==> config.mk <==
export PLATFORM = sky130hd
export DESIGN_NAME = f1_light_seq_flat
export DESIGN_NICKNAME = d
export VERILOG_FILES = /design/src/rtl/f1_light_seq_if.sv /design/src/rtl/f1_light_seq.sv /design/src/flat_wrapper.sv
export SDC_FILE = /design/constraint.sdc
export NUM_CORES = 1
export LEC_CHECK = 0
export ABC_AREA = 1
export CELL_PAD_IN_SITES_DETAIL_PLACEMENT = 0
export CELL_PAD_IN_SITES_GLOBAL_PLACEMENT = 1
export CORE_ASPECT_RATIO = 1.5
export CORE_MARGIN = 1.5
export CORE_UTILIZATION = 39
export CTS_BUF_LIST = sky130_fd_sc_hd__clkbuf_4 sky130_fd_sc_hd__clkbuf_8
export DETAILED_ROUTE_END_ITERATION = 10
export PLACE_DENSITY_LB_ADDON = 0.1
export SLEW_MARGIN = 20
export SYNTH_ARGS = -nofsm -noshare
export SYNTH_HDL_FRONTEND = slang
export SYNTH_SLANG_ARGS = --single-unit
==> constraint.sdc <==
create_clock -name clk -period 4.15 [get_ports clk]
set_input_delay 0.415 -clock clk [delete_from_list [all_inputs] [get_ports clk]]
set_output_delay 0.415 -clock clk [all_outputs]
set_load 0.02 [all_outputs]
==> src/rtl/f1_light_seq_if.sv <==
// Bundled control and status signals for the F1 start-light sequencer.
// The master side drives en/trigger/hold_cycles; the slave (the sequencer) drives the rest.
interface f1_light_seq_if #(
    parameter int unsigned NUM_LIGHTS = 8,
    parameter int unsigned HOLD_W     = 16,
    parameter int unsigned REACT_W    = 16
);
    logic                  en;
    logic                  trigger;
    logic [HOLD_W-1:0]     hold_cycles;
    logic [NUM_LIGHTS-1:0] out;
    logic                  cmd_seq;
    logic                  cmd_delay;
    logic                  lights_out;
    logic                  jump_start;
    logic [REACT_W-1:0]    react_time;
    logic                  react_valid;

    modport master (
        output en, trigger, hold_cycles,
        input  out, cmd_seq, cmd_delay, lights_out, jump_start, react_time, react_valid
    );

    modport slave (
        input  en, trigger, hold_cycles,
        output out, cmd_seq, cmd_delay, lights_out, jump_start, react_time, react_valid
    );
endinterface

==> src/rtl/f1_light_seq.sv <==
// F1 start-light sequencer: fill lights on en ticks, hold, lights out, jump-start detection.
// Define F1_REACTION_TIMER_EN to compile in the driver reaction timer (REACT state).
module f1_light_seq #(
    parameter int unsigned NUM_LIGHTS = 8,
    parameter int unsigned HOLD_W     = 16,
    parameter int unsigned REACT_W    = 16
) (
    input logic            clk,
    input logic            rst,
    f1_light_seq_if.slave  bus
);
    localparam int unsigned CNT_W = $clog2(NUM_LIGHTS + 1);

    typedef enum logic [1:0] {StIdle, StFill, StHold, StReact} state_e;

    state_e                state_q;
    logic                  trig_q;
    logic                  armed_q;
    logic [CNT_W-1:0]      count_q;
    logic [HOLD_W-1:0]     hold_q;
    logic [NUM_LIGHTS-1:0] out_q;
    logic                  cmd_seq_q;
    logic                  cmd_delay_q;
    logic                  lights_out_q;
    logic                  jump_start_q;
    logic                  trig_edge;

    // armed_q blocks a trigger held high through reset release from reading as an edge
    assign trig_edge = bus.trigger & ~trig_q & armed_q;

    function automatic logic [NUM_LIGHTS-1:0] therm(input logic [CNT_W-1:0] c);
        logic [NUM_LIGHTS-1:0] r;
        for (int unsigned i = 0; i < NUM_LIGHTS; i++) begin
            r[i] = (i < 32'(c));
        end
        return r;
    endfunction

`ifdef F1_REACTION_TIMER_EN
    logic [REACT_W-1:0] react_cnt_q;
    logic [REACT_W-1:0] react_time_q;
    logic               react_valid_q;
`endif

    always_ff @(posedge clk) begin
        if (rst) begin
            state_q      <= StIdle;
            trig_q       <= 1'b0;
            armed_q      <= 1'b0;
            count_q      <= '0;
            hold_q       <= '0;
            out_q        <= '0;
            cmd_seq_q    <= 1'b0;
            cmd_delay_q  <= 1'b0;
            lights_out_q <= 1'b0;
            jump_start_q <= 1'b0;
`ifdef F1_REACTION_TIMER_EN
            react_cnt_q   <= '0;
            react_time_q  <= '0;
            react_valid_q <= 1'b0;
`endif
        end else begin
            trig_q       <= bus.trigger;
            lights_out_q <= 1'b0;
            jump_start_q <= 1'b0;
            if (!bus.trigger) begin
                armed_q <= 1'b1;
            end
`ifdef F1_REACTION_TIMER_EN
            react_valid_q <= 1'b0;
`endif
            case (state_q)
                StIdle: begin
                    if (trig_edge) begin
                        state_q   <= StFill;
                        count_q   <= '0;
                        out_q     <= '0;
                        cmd_seq_q <= 1'b1;
                    end
                end
                StFill: begin
                    if (bus.en) begin
                        if (count_q == CNT_W'(NUM_LIGHTS - 1)) begin
                            state_q     <= StHold;
                            count_q     <= CNT_W'(NUM_LIGHTS);
                            out_q       <= '1;
                            cmd_seq_q   <= 1'b0;
                            cmd_delay_q <= 1'b1;
                            hold_q      <= bus.hold_cycles;
                        end else begin
                            count_q <= count_q + 1'b1;
                            out_q   <= therm(count_q + 1'b1);
                        end
                    end
                end
                StHold: begin
                    if (trig_edge) begin
                        state_q      <= StIdle;
                        count_q      <= '0;
                        hold_q       <= '0;
                        out_q        <= '0;
                        cmd_delay_q  <= 1'b0;
                        jump_start_q <= 1'b1;
                    end else if (bus.en) begin
                        if (hold_q != '0) begin
                            hold_q <= hold_q - 1'b1;
                        end else begin
                            count_q      <= '0;
                            out_q        <= '0;
                            cmd_delay_q  <= 1'b0;
                            lights_out_q <= 1'b1;
`ifdef F1_REACTION_TIMER_EN
                            state_q      <= StReact;
                            react_cnt_q  <= '0;
`else
                            state_q      <= StIdle;
`endif
                        end
                    end
                end
`ifdef F1_REACTION_TIMER_EN
                StReact: begin
                    if (trig_edge) begin
                        state_q       <= StIdle;
                        react_time_q  <= react_cnt_q;
                        react_valid_q <= 1'b1;
                    end else if (react_cnt_q != '1) begin
                        react_cnt_q <= react_cnt_q + 1'b1;
                    end
                end
`endif
                default: begin
                    state_q <= StIdle;
                end
            endcase
        end
    end

    assign bus.out        = out_q;
    assign bus.cmd_seq    = cmd_seq_q;
    assign bus.cmd_delay  = cmd_delay_q;
    assign bus.lights_out = lights_out_q;
    assign bus.jump_start = jump_start_q;
`ifdef F1_REACTION_TIMER_EN
    assign bus.react_time  = react_time_q;
    assign bus.react_valid = react_valid_q;
`else
    assign bus.react_time  = '0;
    assign bus.react_valid = 1'b0;
`endif
endmodule

==> src/flat_wrapper.sv <==
// flat-port wrapper written by rule: the top's interface ports become plain ports
module f1_light_seq_flat 
#(
    parameter int unsigned NUM_LIGHTS = 8,
    parameter int unsigned HOLD_W     = 16,
    parameter int unsigned REACT_W    = 16
)
  (clk, rst, bus_en, bus_trigger, bus_hold_cycles, bus_out, bus_cmd_seq, bus_cmd_delay, bus_lights_out, bus_jump_start, bus_react_time, bus_react_valid);
  f1_light_seq_if #(.NUM_LIGHTS(NUM_LIGHTS), .HOLD_W(HOLD_W), .REACT_W(REACT_W)) bus_i ();
  input logic clk;
  input logic rst;
  input wire logic [$bits(bus_i.en)-1:0] bus_en;
  input wire logic [$bits(bus_i.trigger)-1:0] bus_trigger;
  input wire logic [$bits(bus_i.hold_cycles)-1:0] bus_hold_cycles;
  output wire logic [$bits(bus_i.out)-1:0] bus_out;
  output wire logic [$bits(bus_i.cmd_seq)-1:0] bus_cmd_seq;
  output wire logic [$bits(bus_i.cmd_delay)-1:0] bus_cmd_delay;
  output wire logic [$bits(bus_i.lights_out)-1:0] bus_lights_out;
  output wire logic [$bits(bus_i.jump_start)-1:0] bus_jump_start;
  output wire logic [$bits(bus_i.react_time)-1:0] bus_react_time;
  output wire logic [$bits(bus_i.react_valid)-1:0] bus_react_valid;
  assign bus_i.en = bus_en;
  assign bus_i.trigger = bus_trigger;
  assign bus_i.hold_cycles = bus_hold_cycles;
  assign bus_out = bus_i.out;
  assign bus_cmd_seq = bus_i.cmd_seq;
  assign bus_cmd_delay = bus_i.cmd_delay;
  assign bus_lights_out = bus_i.lights_out;
  assign bus_jump_start = bus_i.jump_start;
  assign bus_react_time = bus_i.react_time;
  assign bus_react_valid = bus_i.react_valid;
  f1_light_seq #(.NUM_LIGHTS(NUM_LIGHTS), .HOLD_W(HOLD_W), .REACT_W(REACT_W)) u_core (.clk(clk), .rst(rst), .bus(bus_i));
endmodule
Yosys cells after proc, flatten, opt, wreduce, memory -nomap -nowiden
Cells that the tools add are included.
{ "word_totals": {"output_inout_bits": 29, "wordCells": 85, "register_bits": 36} }
{ "op_classes": {"n_reduce_logical": 12, "n_mux": 39, "n_bitwise": 5, "order_cmp": 8, "n_eq_ne": 9, "add_sub_neg": 2} }
{ "op_table": {"columns": ["op", "count"], "rows": [
  ["$mux W16", 5],
  ["$mux W8", 6],
  ["$pmux W16 S2", 1],
  ["$mux W4", 6],
  ["$pmux W8 S3", 1],
  ["$reduce_and A5 Y1", 4],
  ["$lt A3 B4 Y1 const A", 4],
  ["$reduce_bool A16 Y1", 1],
  ["$sub A16 B1 Y16 const B", 1],
  ["$mux W2", 6],
  ["$pmux W4 S3", 1],
  ["$mux W1", 10],
  ["$lt A1 B4 Y1 const A", 2],
  ["$lt A2 B4 Y1 const A", 2],
  ["$ne A3 B2 Y1 const B", 2],
  ["$pmux W2 S3", 1],
  ["$add A4 B1 Y4 const B", 1],
  ["$eq A4 B3 Y1 const B", 1],
  ["$ne A2 B1 Y1 const B", 2],
  ["$pmux W1 S2", 2],
  ["$reduce_and A4 Y1", 1],
  ["$reduce_bool A2 Y1", 2],
  ["$reduce_or A4 Y1", 1],
  ["$ne A3 B1 Y1 const B", 1],
  ["other kinds (8)", 11]
]} }

Logic depth before layout (Yosys ltp)
{ "depth": {"depth_word": 5, "ltp_mapped": 12} }

Worst setup path after synthesis
Ideal clock, no wire load.
{ "synth_path": {"kind": "flip-flop to flip-flop", "startpoint": "register u_core.count_q[0]", "endpoint": "register u_core.hold_q[1]", "setup_time_ns": 0.113, "setup_slack_ns": 2.581, "n_path_buf": 1, "stages_incl_launch_ff": 12, "required_ns": 4.037, "arrival_time_ns": 1.456, "cell_sequence": "dfxtp_1 > ha_1 > nand2_1 > inv_1 > nand2_1 > nand2_1 > nand2_1 > nor2_4 > nand2_4 > buf_6 > o21ai_1 > nor2_1"} }
{ "synth_between": {"elab_chain_len": 3} }
{ "synth_lines": {"columns": ["item", "line", "text"], "rows": [
  ["start: declaration", "f1_light_seq.sv:19", "logic [CNT_W-1:0] count_q;"],
  ["start signal: assignment", "f1_light_seq.sv:85", "count_q <= CNT_W'(NUM_LIGHTS);"],
  ["start signal: assignment", "f1_light_seq.sv:91", "count_q <= count_q + 1'b1;"],
  ["$eq A4 B3 Y1", "f1_light_seq.sv:83", "if (count_q == CNT_W'(NUM_LIGHTS - 1)) begin"],
  ["$ne A2 B1 Y1 (no source line)", null, null],
  ["$reduce_and A5 Y1 (no source line)", null, null],
  ["end signal: assignment", "f1_light_seq.sv:89", "hold_q <= bus.hold_cycles;"],
  ["end signal: assignment", "f1_light_seq.sv:106", "hold_q <= hold_q - 1'b1;"],
  ["end: declaration", "f1_light_seq.sv:20", "logic [HOLD_W-1:0] hold_q;"]
]} }
No other way between the ends.
A chain may end at the register's enable or synchronous reset.

Worst setup path after layout
{ "layout_path": {"startpoint": "input bus_trigger", "endpoint": "register u_core.out_q[1] (netlist: u_core.bus.out[1])"} }
{ "layout_between": {"elab_chain_len": 4} }
{ "layout_lines": {"columns": ["item", "line", "text"], "rows": [
  ["start: declaration", "flat_wrapper.sv:13", "input wire logic [$bits(bus_i.trigger)-1:0] bus_trigger;"],
  ["$and A1 B1 Y1 (*) (2 in a row)", "f1_light_seq.sv:29", "assign trig_edge = bus.trigger & ~trig_q & armed_q;"],
  ["$ne A3 B2 Y1 (no source line) (tied with other cells)", null, null],
  ["$reduce_and A5 Y1 (no source line) / $pmux W8 S3 (equally long branches)", null, null],
  ["end signal: assignment", "f1_light_seq.sv:92", "out_q <= therm(count_q + 1'b1);"],
  ["end: declaration", "f1_light_seq.sv:21", "logic [NUM_LIGHTS-1:0] out_q;"]
]} }
Every way passes the cells marked *; elsewhere a longest branch is shown, timed or not.

==> run_results.csv <==
group,metric,value,unit
route,dr.pass1.iters,4,
cts,clk_latency,0.29,ns
sta,period_share,49.9,%
power_and_ir_drop,p_clk_share,17.1,%
route,antenna_left,0,
setup_path,worst-endpoint-required,4.32,ns
power_and_ir_drop,ir_worst_vdd,0.367,mV
cts,clkSinkCount,35,
setup_path,cp.arrival,2.25,ns
grt,grt_overflow,0,
yosys,netlist_area,0.00225,mm2
route,vias,2164,
floorplanning,ios,49,
yosys,netlist_instances,360,
placement,hpwl,3870,um
grt,grt_pass1_wl,9000,um
setup_path,max_stage_delay,0.40,ns
setup_path,crit_path_frequent_cell,"nand2_1",
sta,slew_headroom,63.8,%
yosys,ys_async_sr_fraction,0,%
power_and_ir_drop,combPwrFrac,57.0,%
cts,clockRootBuffer,"clkbuf_8",
cts,clk_path_buf_depth,2,
power_and_ir_drop,internal_power,0.974,mW
floorplanning,core_area,0.00553,mm2
setup_path,path_delay_family,"simple AND/OR/NAND/NOR gates",
yosys,synth_top_cell_by_area,"dfxtp_1",
yosys,synthFlopType,"dfxtp_1",
route,wl,5340,um
route,post-route-drc-count,0,
placement,portBuffers,31,
power_and_ir_drop,power,1.90,mW
power_and_ir_drop,sw_frac_of_total,48.9,%
cts,cts_tree,"done",
yosys,synth.avg_cell_area,6.26,um2
sta,tightest_slew,0.539,ns
grt,grt_antenna_before_repair,0,
finish,fillerInstances,618,
setup_path,crit_type,"input pin to flop",
yosys,synth.area.top_cells,"dfxtp_1, nand2_1, nor2_1, inv_1, buf_4",
cts,path_clk_slew,0.07,ns
floorplanning,start_util,40.8,%
finish,antenna_cells,0,
yosys,synth_edf_count,0,
outcome,status,"complete, no violations",
setup_path,worstPathCellList,"clkdlybuf4s50_1, inv_1, nor2_1, nand2_2, nand2_1, nor2_4, nand2_2, nand3_1, nand2_1, nand2_1, nor2_1",
power_and_ir_drop,p_seq_share,25.9,%
cts,cts_buffers,5,
grt,grt_max_degree,24,
yosys,yosysMostFrequentCell,"nand2_1",
sta,setup_viol_count_final,0,
sta,period_minus_slack,2.07,ns
setup_path,crit_path_max_fanout,15,
setup_path,cpMaxStageDelayCell,"clkdlybuf4s50_1",
finish,drive_above_1_share,6.67,%
placement,globalplace.congestion,0.800,
sta,whs,0.466,ns
finish,area_delta_synth_final,17.8,%
sta,finalClockSkew,0.00605,ns
setup_path,end_kind,"flop",
sta,setup_tns,0,ns
hold_path,holdCritPathClass,"flop to flop",
power_and_ir_drop,switchingPower,0.931,mW
yosys,ys_ff_latch,35,
route,drtIter0Drc,81,
cts,postCtsSetupRepairBufs,0,
sta,drv_slew,0,
floorplanning,fp-row-count,33,
route,wire_per_inst,11.6,um
sta,max_freq,483,MHz
route,viasPerCell,4.70,
yosys,synth_top_area_share,31.1,%
setup_path,cp-start-kind,"input pin",
grt,grt_pass1_vias,2056,
cts,hold_buffers,0,
floorplanning,die_h,96.1,um
yosys,yosysSeqAreaShare,31.1,%
cts,htreeDepth,2,
sta,hold_viol,0,
cts,ctsResizeCount,0,
power_and_ir_drop,cellLeakagePower,1.26,nW
sta,rsz0062_at_grt,"false",
yosys,yosys-top-cells-count,"nand2_1, nor2_1, inv_1, dfxtp_1, a21oi_1",
yosys,ys_warn_count,0,
power_and_ir_drop,powerDensity,717,mW/mm2
flow_run,cap_violations,0,
yosys,synth_cell_types,28,
floorplanning,die-area,0.00626,mm2
setup_path,critical_path_buf_inv_count,2,
floorplanning,die_width,65.1,um
finish,fin_nets,413,
grt,grt_use_total,18.4,%
area by class of cell:
class	instances	area, um2	area share (%)
clock buffers	6	82.6	3.11
clock inverters	2	35.0	1.32
inverters	44	165	6.22
multi-input cells	271	1270	47.7
flip-flops and latches	35	701	26.4
well taps	70	87.6	3.30
repair buffers	32	318	12.0
layer usage:
layer	track usage (%)	routed length, um	vias to the layer above	share of wire [%]
met2	33.5	2720	44	51
met4	6.94	122	0	2.3
li1	-	-	1149	-
met3	3.27	172	12	3.2
met5	0	0	-	0
met1	21.3	2320	959	43
metrics by stage:
| stage | cells | utilization (%) | area, um2 | worst slack (ns) |
|---|---|---|---|---|
| final | 460 | 48.0 | 2660 | 2.08 |
| after global routing | 460 | 48.0 | 2660 | 1.83 |
| after CTS | 460 | 48.0 | 2660 | 2.06 |
| after detailed placement | 452 | 45.9 | 2540 | 1.76 |
| after global placement | 452 | 45.9 | 2540 | 1.80 |
| after floorplan | 376 | - | 2310 | 2.58 |
cell usage in the layout (no fill, tap or decap), drive strengths merged:
master	n
xnor2	2
a31oi	1
nor2	51
xor2	3
o211ai	3
a21oi	24
bufinv	1
nand4	6
o21ai	12
clkbuf	6
conb	17
dfxtp	35
buf	1
clkinv	2
nor3	1
ha	4
inv	43
clkdlybuf4s50	31
nand3	25
a22oi	2
nand2	120
power by group through the flow:
stage	clock network [mW]	registers [mW]	logic [mW]
4_1_cts	0.333	0.493	1.10
3_3_place_gp	0	0.501	1.09
5_1_grt	0.346	0.506	1.26
3_5_place_dp	0	0.500	1.09
6_report	0.326	0.493	1.09
2_1_floorplan	0	0.502	0.874
final timing paths:
| check | from | slack, ns | cells past startpoint | to |
|---|---|---|---|---|
| worst max-delay path | bus_trigger | 2.08 | 11 | u_core.bus.out[1] |
| worst min-delay path | u_core.bus.out[5] | 0.47 | 2 | u_core.bus.out[5] |
| worst max register to register | u_core.count_q[0] | 2.14 | 11 | u_core.hold_q[6] |
| worst min register to register | u_core.bus.out[5] | 0.47 | 2 | u_core.bus.out[5] |
flip-flops by register name (all words and copies together), names as in the netlist:
signal and count:
u_core.bus.cmd_seq 1, u_core.bus.jump_start 1, u_core.hold_q 16, u_core.armed_q 1
u_core.bus.lights_out 1, u_core.bus.out 7, u_core.state_q 2, u_core.trig_q 1
u_core.count_q 4, u_core.bus.cmd_delay 1
worst reg2reg max path, delay by kind of cell (launching register included):
kind	cells	cell delay, ns
adders and majority gates	1	0.23
buffers and inverters	2	0.29
and+or+nand+nor	7	0.84
AOI/OAI and AO/OA	1	0.13
DFF	1	0.46
logic make-up (layout without fill, tap and decap cells):
group                      count (synthesis)  count (layout)  synth area share (%)
adders and majority gates                  4               4                  2.22
buffers and inverters                     70              84                  15.4
AOI/OAI and AO/OA                         42              42                  9.93
and+or+nand+nor                          203             203                  39.2
xor gates and xnor gates                   5               5                  1.94
DFF                                       35              35                  31.1
other                                      1              17                 0.166
No activity file was read; power rests on OpenSTA's default activity.
